--- src/rtl/packet_filter.sv ---
`default_nettype none
// ============================================================================
//  Module   : packet_filter
//  Purpose  : Word-serial receive front end. Assembles fixed-format packets
//             from the radio word stream, drops packets with an invalid type
//             or not addressed to this node (unicast myNodeID or broadcast),
//             and presents the accepted fields with a one-cycle pkt_valid
//             strobe. Also derives channel_clear from receive-idle time.
//  Ports    : clk, rst (async, active high)
//             rx_valid / rx_sop / rx_data   - incoming word stream
//             myNodeID                      - this node's address
//             fPacketType .. fEnergy        - last accepted packet fields
//             pkt_valid / pkt_drop          - one-cycle result strobes
//             busy                          - packet in RECV or CHECK
//             channel_clear                 - medium idle >= CLEAR_CYCLES
//  Options  : PKT_CHECKSUM_EN - 8-word packets, W7 = XOR of W0..W6
//  Revision : 1.0  initial release
// ============================================================================
module packet_filter #(
   parameter int                    WORD_WIDTH     = 16,
   parameter int                    CLEAR_CYCLES   = 8,
   parameter int                    TIMEOUT_CYCLES = 32,
   parameter logic [WORD_WIDTH-1:0] BROADCAST_ID   = {WORD_WIDTH{1'b1}}
) (
   input  logic                  clk,
   input  logic                  rst,
   input  logic                  rx_valid,
   input  logic                  rx_sop,
   input  logic [WORD_WIDTH-1:0] rx_data,
   input  logic [WORD_WIDTH-1:0] myNodeID,
   output logic [2:0]            fPacketType,
   output logic [WORD_WIDTH-1:0] fSourceID,
   output logic [WORD_WIDTH-1:0] destinationID,
   output logic [WORD_WIDTH-1:0] fHopsFromCH,
   output logic [WORD_WIDTH-1:0] fChosenCH,
   output logic [WORD_WIDTH-1:0] fTimeslot,
   output logic [WORD_WIDTH-1:0] fEnergy,
   output logic                  pkt_valid,
   output logic                  pkt_drop,
   output logic                  busy,
   output logic                  channel_clear
);

`ifdef PKT_CHECKSUM_EN
   localparam int LAST = 7;
`else
   localparam int LAST = 6;
`endif
   localparam int GW = $clog2(TIMEOUT_CYCLES + 1);
   localparam int IW = $clog2(CLEAR_CYCLES + 1);

   typedef enum logic [1:0] {
      S_IDLE  = 2'd0,
      S_RECV  = 2'd1,
      S_CHECK = 2'd2
   } state_t;

   state_t                state_q;
   logic [2:0]            count_q;
   logic [GW-1:0]         gap_q;
   logic [2:0]            type_sh_q;                 // W0 only contributes its type bits
   logic [WORD_WIDTH-1:0] shadow_q [1:LAST];
   logic                  pend_acc_q;
   logic                  pend_drop_q;
   logic                  busy_q;
   logic                  pkt_valid_q;
   logic                  pkt_drop_q;
   logic [2:0]            ftype_q;
   logic [WORD_WIDTH-1:0] fsrc_q, fdst_q, fhops_q, fch_q, fts_q, fen_q;
   logic [IW-1:0]         idle_cnt_q, idle_cnt_d;
   logic                  chan_clear_q;
`ifdef PKT_CHECKSUM_EN
   logic [WORD_WIDTH-1:0] xor_q;
`endif

   logic w_type_ok, w_dest_ok, w_accept;

   assign w_type_ok = (type_sh_q >= 3'd1) && (type_sh_q <= 3'd5);
   assign w_dest_ok = (shadow_q[2] == myNodeID) || (shadow_q[2] == BROADCAST_ID);
`ifdef PKT_CHECKSUM_EN
   assign w_accept  = w_type_ok && w_dest_ok && (shadow_q[LAST] == xor_q);
`else
   assign w_accept  = w_type_ok && w_dest_ok;
`endif

   // ------------------------------------------------------------------------
   // Packet FSM. The CHECK decision is latched into pend_* and applied one
   // cycle later, so results appear two edges after the last word.
   // ------------------------------------------------------------------------
   always_ff @(posedge clk or posedge rst) begin
      if (rst) begin
         state_q     <= S_IDLE;
         count_q     <= '0;
         gap_q       <= '0;
         type_sh_q   <= '0;
         for (int i = 1; i <= LAST; i++) shadow_q[i] <= '0;
         pend_acc_q  <= 1'b0;
         pend_drop_q <= 1'b0;
         busy_q      <= 1'b0;
         pkt_valid_q <= 1'b0;
         pkt_drop_q  <= 1'b0;
         ftype_q     <= '0;
         fsrc_q      <= '0;
         fdst_q      <= '0;
         fhops_q     <= '0;
         fch_q       <= '0;
         fts_q       <= '0;
         fen_q       <= '0;
`ifdef PKT_CHECKSUM_EN
         xor_q       <= '0;
`endif
      end else begin
         pkt_valid_q <= pend_acc_q;
         pkt_drop_q  <= pend_drop_q;
         pend_acc_q  <= 1'b0;
         pend_drop_q <= 1'b0;

         if (pend_acc_q) begin
            ftype_q <= type_sh_q;
            fsrc_q  <= shadow_q[1];
            fdst_q  <= shadow_q[2];
            fhops_q <= shadow_q[3];
            fch_q   <= shadow_q[4];
            fts_q   <= shadow_q[5];
            fen_q   <= shadow_q[6];
         end

         case (state_q)
            S_IDLE: begin
               if (rx_valid && rx_sop) begin
                  type_sh_q <= rx_data[2:0];
                  count_q   <= 3'd1;
                  gap_q     <= '0;
                  busy_q    <= 1'b1;
                  state_q   <= S_RECV;
`ifdef PKT_CHECKSUM_EN
                  xor_q     <= rx_data;
`endif
               end
            end

            S_RECV: begin
               if (rx_valid) begin
                  gap_q <= '0;
                  if (rx_sop) begin
                     // Abandon the partial packet; this word is a fresh W0.
                     pkt_drop_q <= 1'b1;
                     type_sh_q  <= rx_data[2:0];
                     count_q    <= 3'd1;
`ifdef PKT_CHECKSUM_EN
                     xor_q      <= rx_data;
`endif
                  end else begin
                     shadow_q[count_q] <= rx_data;
                     if (count_q == 3'(LAST)) begin
                        state_q <= S_CHECK;
                     end else begin
                        count_q <= count_q + 3'd1;
`ifdef PKT_CHECKSUM_EN
                        xor_q   <= xor_q ^ rx_data;
`endif
                     end
                  end
               end else if (gap_q == GW'(TIMEOUT_CYCLES - 1)) begin
                  pkt_drop_q <= 1'b1;
                  gap_q      <= '0;
                  busy_q     <= 1'b0;
                  state_q    <= S_IDLE;
               end else begin
                  gap_q <= gap_q + GW'(1);
               end
            end

            S_CHECK: begin
               pend_acc_q  <= w_accept;
               pend_drop_q <= ~w_accept;
               busy_q      <= 1'b0;
               state_q     <= S_IDLE;
            end

            default: begin
               busy_q  <= 1'b0;
               state_q <= S_IDLE;
            end
         endcase
      end
   end

   // ------------------------------------------------------------------------
   // Idle-time tracking for channel_clear (saturating counter).
   // ------------------------------------------------------------------------
   always_comb begin
      idle_cnt_d = '0;
      if ((state_q == S_IDLE) && !rx_valid) begin
         idle_cnt_d = (idle_cnt_q == IW'(CLEAR_CYCLES)) ? idle_cnt_q
                                                        : idle_cnt_q + IW'(1);
      end
   end

   // Registered from the next count so clear drops right after rx_valid.
   always_ff @(posedge clk or posedge rst) begin
      if (rst) begin
         idle_cnt_q   <= '0;
         chan_clear_q <= 1'b0;
      end else begin
         idle_cnt_q   <= idle_cnt_d;
         chan_clear_q <= (idle_cnt_d == IW'(CLEAR_CYCLES));
      end
   end

   assign fPacketType   = ftype_q;
   assign fSourceID     = fsrc_q;
   assign destinationID = fdst_q;
   assign fHopsFromCH   = fhops_q;
   assign fChosenCH     = fch_q;
   assign fTimeslot     = fts_q;
   assign fEnergy       = fen_q;
   assign pkt_valid     = pkt_valid_q;
   assign pkt_drop      = pkt_drop_q;
   assign busy          = busy_q;
   assign channel_clear = chan_clear_q;

endmodule
`default_nettype wire

--- config.mk ---
export PLATFORM = sky130hd
export DESIGN_NAME = packet_filter
export DESIGN_NICKNAME = d
export VERILOG_FILES = /design/src/rtl/packet_filter.sv
export SDC_FILE = /design/constraint.sdc
export NUM_CORES = 1
export LEC_CHECK = 0
export CAP_MARGIN = 15
export CORE_MARGIN = 2
export CORE_UTILIZATION = 58
export DETAILED_ROUTE_END_ITERATION = 8
export GPL_TIMING_DRIVEN = 0
export PLACE_DENSITY = 0.9
export SETUP_SLACK_MARGIN = 0.15
export SYNTH_ARGS = -nofsm -noshare
export SYNTH_HDL_FRONTEND = slang
export SYNTH_SLANG_ARGS = --single-unit
--- constraint.sdc ---
create_clock -name clk -period 23.9 [get_ports clk]
set_input_delay 5.975 -clock clk [delete_from_list [all_inputs] [get_ports clk]]
set_output_delay 5.975 -clock clk [all_outputs]
set_load 0.1 [all_outputs]
Word level (Yosys, flattened, before mapping):

Index checks and enable logic that the tools add are counted.

* memories: 0
* bits in latches: 0
* input port bits: 36
* register bits: 219
* RAM bits: 0
* bits in read-only memories: 0
* logic and storage cells: 100

* $lt $le $gt $ge: 4
* multiplexer cells: 34
* add/sub/neg operators: 3
* multipliers: 0
* shift operators: 0
* reduce and logical (&&, ||, !) cells: 15
* eq/ne operators: 17
* divide/modulo/power cells: 0
* bitwise gates (word level): 3

Operators with widths (number)
* 96-bit bitwise mux: 1
* 16-bit demux with 3-bit select: 1
* 3-bit 2-to-1 mux: 7
* 6-bit 2-to-1 mux: 3
* 16-bit equality test: 1
* 16-bit equality test, second input constant: 1
* 16-bit 2-to-1 mux: 1
* 3-bit != test, second input constant: 4
* 3-bit one-hot mux with 2 select lines: 2
* 6-bit one-hot mux with 2 select lines: 1
* 4-bit AND reduction: 3
* 2-bit 2-to-1 mux: 5
* 2-bit != test, second input constant: 5
* 1-bit 2-to-1 mux: 9
* 4-bit equality test, second input constant: 2
* 4-bit 2-to-1 mux: 2
* 6-bit by 1-bit adder with 6-bit output, second input constant: 1
* 6-bit by 5-bit equality test with 1-bit output, second input constant: 1
* 3-bit AND reduction: 2
* 1-bit logical AND: 5
* 4-bit by 1-bit adder with 4-bit output, second input constant: 1
* 4-bit >= comparator, second input constant: 1
* 4-bit by 1-bit < comparator with 1-bit output, second input constant: 1
* 3-bit inverter with 4-bit output: 1
* 14 further kinds: 15

Logic depth before layout (Yosys ltp):

* word-level depth: 6
* depth in mapped cells: 7

Worst setup path before layout:

OpenSTA, ideal clock, no wires.

* path kind: input port to flip-flop
* start: input rx_sop
* end: register shadow_q[64] (netlist bit)
* stages on the path: 7
* arrival: 7438 ps
* slack: 16337 ps
* path buffers: 3
* path through: buf_2 nor3b_2 nand2_2 or4b_4 buf_6 buf_12 mux2_4

* word-level cells in the longest chain between the ends: 2

Ends and longest elaborated chain
* start, declared: line 28 `input logic rx_sop,`
* 1-bit inverter (no line)
* 3-bit AND reduction (no line)
* end signal, assigned by index: line 154 `shadow_q[count_q] <= rx_data;`
* end, declared: line 62 `logic [WORD_WIDTH-1:0] shadow_q [1:LAST];`

No other way between the ends.
A chain may end at the register's enable or synchronous reset.

Worst setup path in the final report:

* start: register fhops_q[8], in the netlist fHopsFromCH[8]
* end: output fHopsFromCH[8]

RTL lines
* start, declared: line 69 `logic [WORD_WIDTH-1:0] fsrc_q, fdst_q, fhops_q, fch_q, fts_q, fen_q;`
* start signal, assigned: line 122 `fhops_q <= shadow_q[3];`
* end, declared: line 34 `output logic [WORD_WIDTH-1:0] fHopsFromCH,`

No word-level cell between the ends.

==> impl_summary.txt <==
----------------------------------------------------
[Synth]
  Mapped Area ... 8727 um^2
  Seq/Total Area, Yosys ... 0.6280
  Post-synth net total ... 602
  Most common cell in the netlist ... sky130_fd_sc_hd__dfrtp_1
  Cell taking the most area after synthesis ... sky130_fd_sc_hd__dfrtp_1
  Primary flip-flop cell chosen by synthesis mapping ... sky130_fd_sc_hd__dfrtp_1
  Area share of the largest cell type after synthesis ... 0.6280
  Avg Cell Area, Syn ... 15.56 um^2
  Count of flip-flops with a built-in enable after synthesis ... 0
  Top cell types by occurrence after synthesis ... sky130_fd_sc_hd__dfrtp_1 (219), sky130_fd_sc_hd__mux2_2 (184), sky130_fd_sc_hd__xnor2_1 (17)
  Number of instances in the synthesized netlist ... 561
  Share of async-settable or async-resettable flops after synthesis ... 1.000
  Number of distinct standard cells referenced by the synthesized netlist ... 47
  Yosys reg bits ... 219
  Top area cells in the synthesized netlist ... sky130_fd_sc_hd__dfrtp_1 (63%), sky130_fd_sc_hd__mux2_2 (24%), sky130_fd_sc_hd__mux2_4 (1.7%)
  Yosys warning count ... 0

[Clock network]
  Number of CTS-inserted buffers ... 22
  Post-cts sizing count ... 0
  Post-CTS setup buffer count ... 0
  CTS root buffer ... sky130_fd_sc_hd__clkbuf_16
  Maximum buffer depth of the clock tree ... 3
  Clock slew at reported path FFs ... 60 ps
  Sinks on Clock Net ... 219
  CTS tree ... built
  Worst-Skew Late Latency ... 490 ps
  Number of buffers inserted by hold repair at cts ... 0
  CTS H-Tree Depth ... 1

[Setup path]
  Instance count on the critical path ... 1
  Arrival @ worst endpoint ... 2040 ps
  Startpoint type of the worst setup path ... register
  Termination of the worst setup path ... fHopsFromCH[8]
  Slowest stage cell on the critical path ... sky130_fd_sc_hd__clkdlybuf4s50_1
  Ordered cell list for the critical path ... clkdlybuf4s50_1
  Longest individual stage delay on the worst path ... 1200 ps
  Critical path data required time ... 17930 ps
  Capture point of the worst reg-to-reg path ... shadow_q[4]$_DFFE_PP0P_
  Kind of critical path ... register to primary output
  Number of buffers and inverters on the critical path ... 1
  Top fanout value on the critical path ... 2
  Family with the most delay on the worst path ... buffers and inverters
  Crit path launch ... fHopsFromCH[8]$_DFFE_PP0P_
  Element type at the critical path end ... primary output
  Critical R2R Launch ... count_q[2]$_DFFE_PP0P_
  Register-to-register setup slack ... 21430 ps
  R2r worst-path depth ... 5

[Place]
  Placer Congestion ... 0.7894
  I/O Buffers ... 137
  DP HPWL ... 13.22 mm
  Placed instance count ... 883

[Timing]
  Final setup violation count ... 0
  Setup Total Neg Slack ... 0 ps
  Post-layout minimum cycle time ... 8017 ps
  Unrepaired setup endpoints after global routing ... no
  Post-route clock period utilization ... 0.3355
  Max Clock Freq ... 124.7 MHz
  Endpoints failing hold ... 0
  Number of pins exceeding their max-slew limit in the final report ... 0
  Worst Skew ... 5.976 ps
  Worst Tran Pin Value ... 1056 ps
  Worst slew margin relative to its limit ... 0.2940

[Detailed routing]
  Violation count after the first detailed-route iteration ... 274
  First drt pass iteration count ... 4
  Drc violations ... 0
  Remaining antenna violation count after routing ... 0
  Total detailed-routing wirelength ... 19.04 mm
  Drt via density ... 5.649
  DR WL/cell ... 20.69 um
  Via count ... 5197

[Floorplan]
  Overall die height ... 126.7 um
  Total I/O pin count ... 139
  Horiz. Die Dim ... 126.7 um
  Die footprint ... 16040 um^2
  Floorplan core area ... 14640 um^2
  Cell row count ... 44
  Starting density of the core ... 0.5960

[Global route]
  Wire length of the first global-routing pass ... 30.49 mm
  Antenna violations before repair ... 0
  Vias in the first global route ... 5721
  Largest net degree at the start of global routing ... 132
  Leftover overflow at the end of global routing ... 0
  Overall Global Routing Usage ... 0.2425

[Layout]
  Nets ... 764
  Area growth from synthesis to layout ... 27.00%
  Final core utilization ... 0.7568
  Share of layout cells above drive strength 1 ... 0.3465
  Post-layout instance count excluding filler cells ... 920
  Diodes inserted ... 0

[Pwr]
  Worst VDD drop ... 69.54 uV
  Leakage power ... 5.122 nW
  Power Density ... 87.82 nW/um^2

[Worst hold path]
  Worst Hold Launch ... pend_acc_q$_DFF_PP0_
  Type of the tightest min-delay check ... register to register

[Flow run]
  Count of maximum capacitance violations ... 0

[Run status]
  Status ... finished clean

----------------------------------------------------
[flip-flops by register name, indices dropped and copies added (netlist names), 2 cells and up]
| signal | cells |
|---|---|
| idle_cnt_q | 4 |
| fTimeslot | 16 |
| fPacketType | 3 |
| fHopsFromCH | 16 |
| count_q | 3 |
| fEnergy | 16 |
| state_q | 2 |
| fChosenCH | 16 |
| gap_q | 6 |
| fSourceID | 16 |
| type_sh_q | 3 |
| destinationID | 16 |
| shadow_q | 96 |
[through the flow]
step | cell area, um^2 | power, mW | hold slack [ps] | setup WS, ps
after floorplan | 8727 | 0.5938 | 351.9 | 11930
after global placement | 10330 | 0.6257 | 361.1 | 9912
after detailed placement | 10360 | 0.6418 | 359.4 | 15510
after CTS | 11080 | 0.9817 | 376.1 | 15870
after global routing | 11080 | 1.017 | 391.9 | 15830
final | 11080 | 0.9733 | 376.5 | 15880
[power by group]
part | switching (mW) | total [mW] | internal [mW]
logic | 0.0570 | 0.139 | 0.0822
clock network | 0.132 | 0.337 | 0.205
registers | 0.0531 | 0.497 | 0.444
[cell usage in the layout (no fill, tap or decap), types with 5 or more instances in the layout]
master / synthesis / routed
sky130_fd_sc_hd__mux2_2: 184 / 184
sky130_fd_sc_hd__a21oi_1: 8 / 8
sky130_fd_sc_hd__nand2_1: 13 / 13
sky130_fd_sc_hd__mux2_4: 10 / 10
sky130_fd_sc_hd__ha_1: 5 / 5
sky130_fd_sc_hd__o21ai_0: 7 / 7
sky130_fd_sc_hd__buf_6: 5 / 5
sky130_fd_sc_hd__dfrtp_1: 219 / 219
sky130_fd_sc_hd__nand4_1: 9 / 9
sky130_fd_sc_hd__clkdlybuf4s50_1: 0 / 137
sky130_fd_sc_hd__clkbuf_16: 0 / 23
sky130_fd_sc_hd__clkinv_2: 0 / 7
sky130_fd_sc_hd__clkbuf_1: 12 / 14
sky130_fd_sc_hd__xnor2_1: 17 / 17
sky130_fd_sc_hd__nor2_1: 10 / 10
sky130_fd_sc_hd__inv_1: 7 / 6
[cells by family (layout without fill, tap and decap cells)]
family / count (synthesis) / count (layout) / synth area share
muxes: 199 / 199 / 0.2609
AOI/OAI and AO/OA: 23 / 23 / 0.01577
adders and majority gates: 5 / 5 / 0.007168
xor gates and xnor gates: 19 / 19 / 0.01907
and+or+nand+nor: 65 / 65 / 0.04860
buffers and inverters: 31 / 206 / 0.02050
DFF: 219 / 219 / 0.6280
[routing by layer]
layer	global-route usage	share of wire	routed length (um)	up-vias
li1	-	-	-	2323
met1	0.3127	0.41	7789	2690
met2	0.4140	0.50	9514	156
met3	0.06706	0.072	1364	28
met4	0.05882	0.019	366	0
met5	0	0	0	-
[final cells by class]
cell class,instances,area [um^2]
multi-input cells,311,3068
repair buffers,138,1399
inverters,7,33.78
plain buffers,24,152.6
clock buffers,28,624.3
flip-flops and latches,219,5480
clock inverters,9,95.09
well taps,184,230.2
fillers,850,3561
[worst min path at each step]
stage,slack (ps),depth (start not counted),endpoint
after global routing,390,0,pkt_valid$_DFF_PP0_
final,380,0,pkt_valid$_DFF_PP0_
after global placement,360,0,pkt_valid$_DFF_PP0_
after CTS,380,0,pkt_valid$_DFF_PP0_
after floorplan,350,0,pkt_valid$_DFF_PP0_
after detailed placement,360,0,pkt_valid$_DFF_PP0_
No activity file was read; power rests on OpenSTA's default activity.
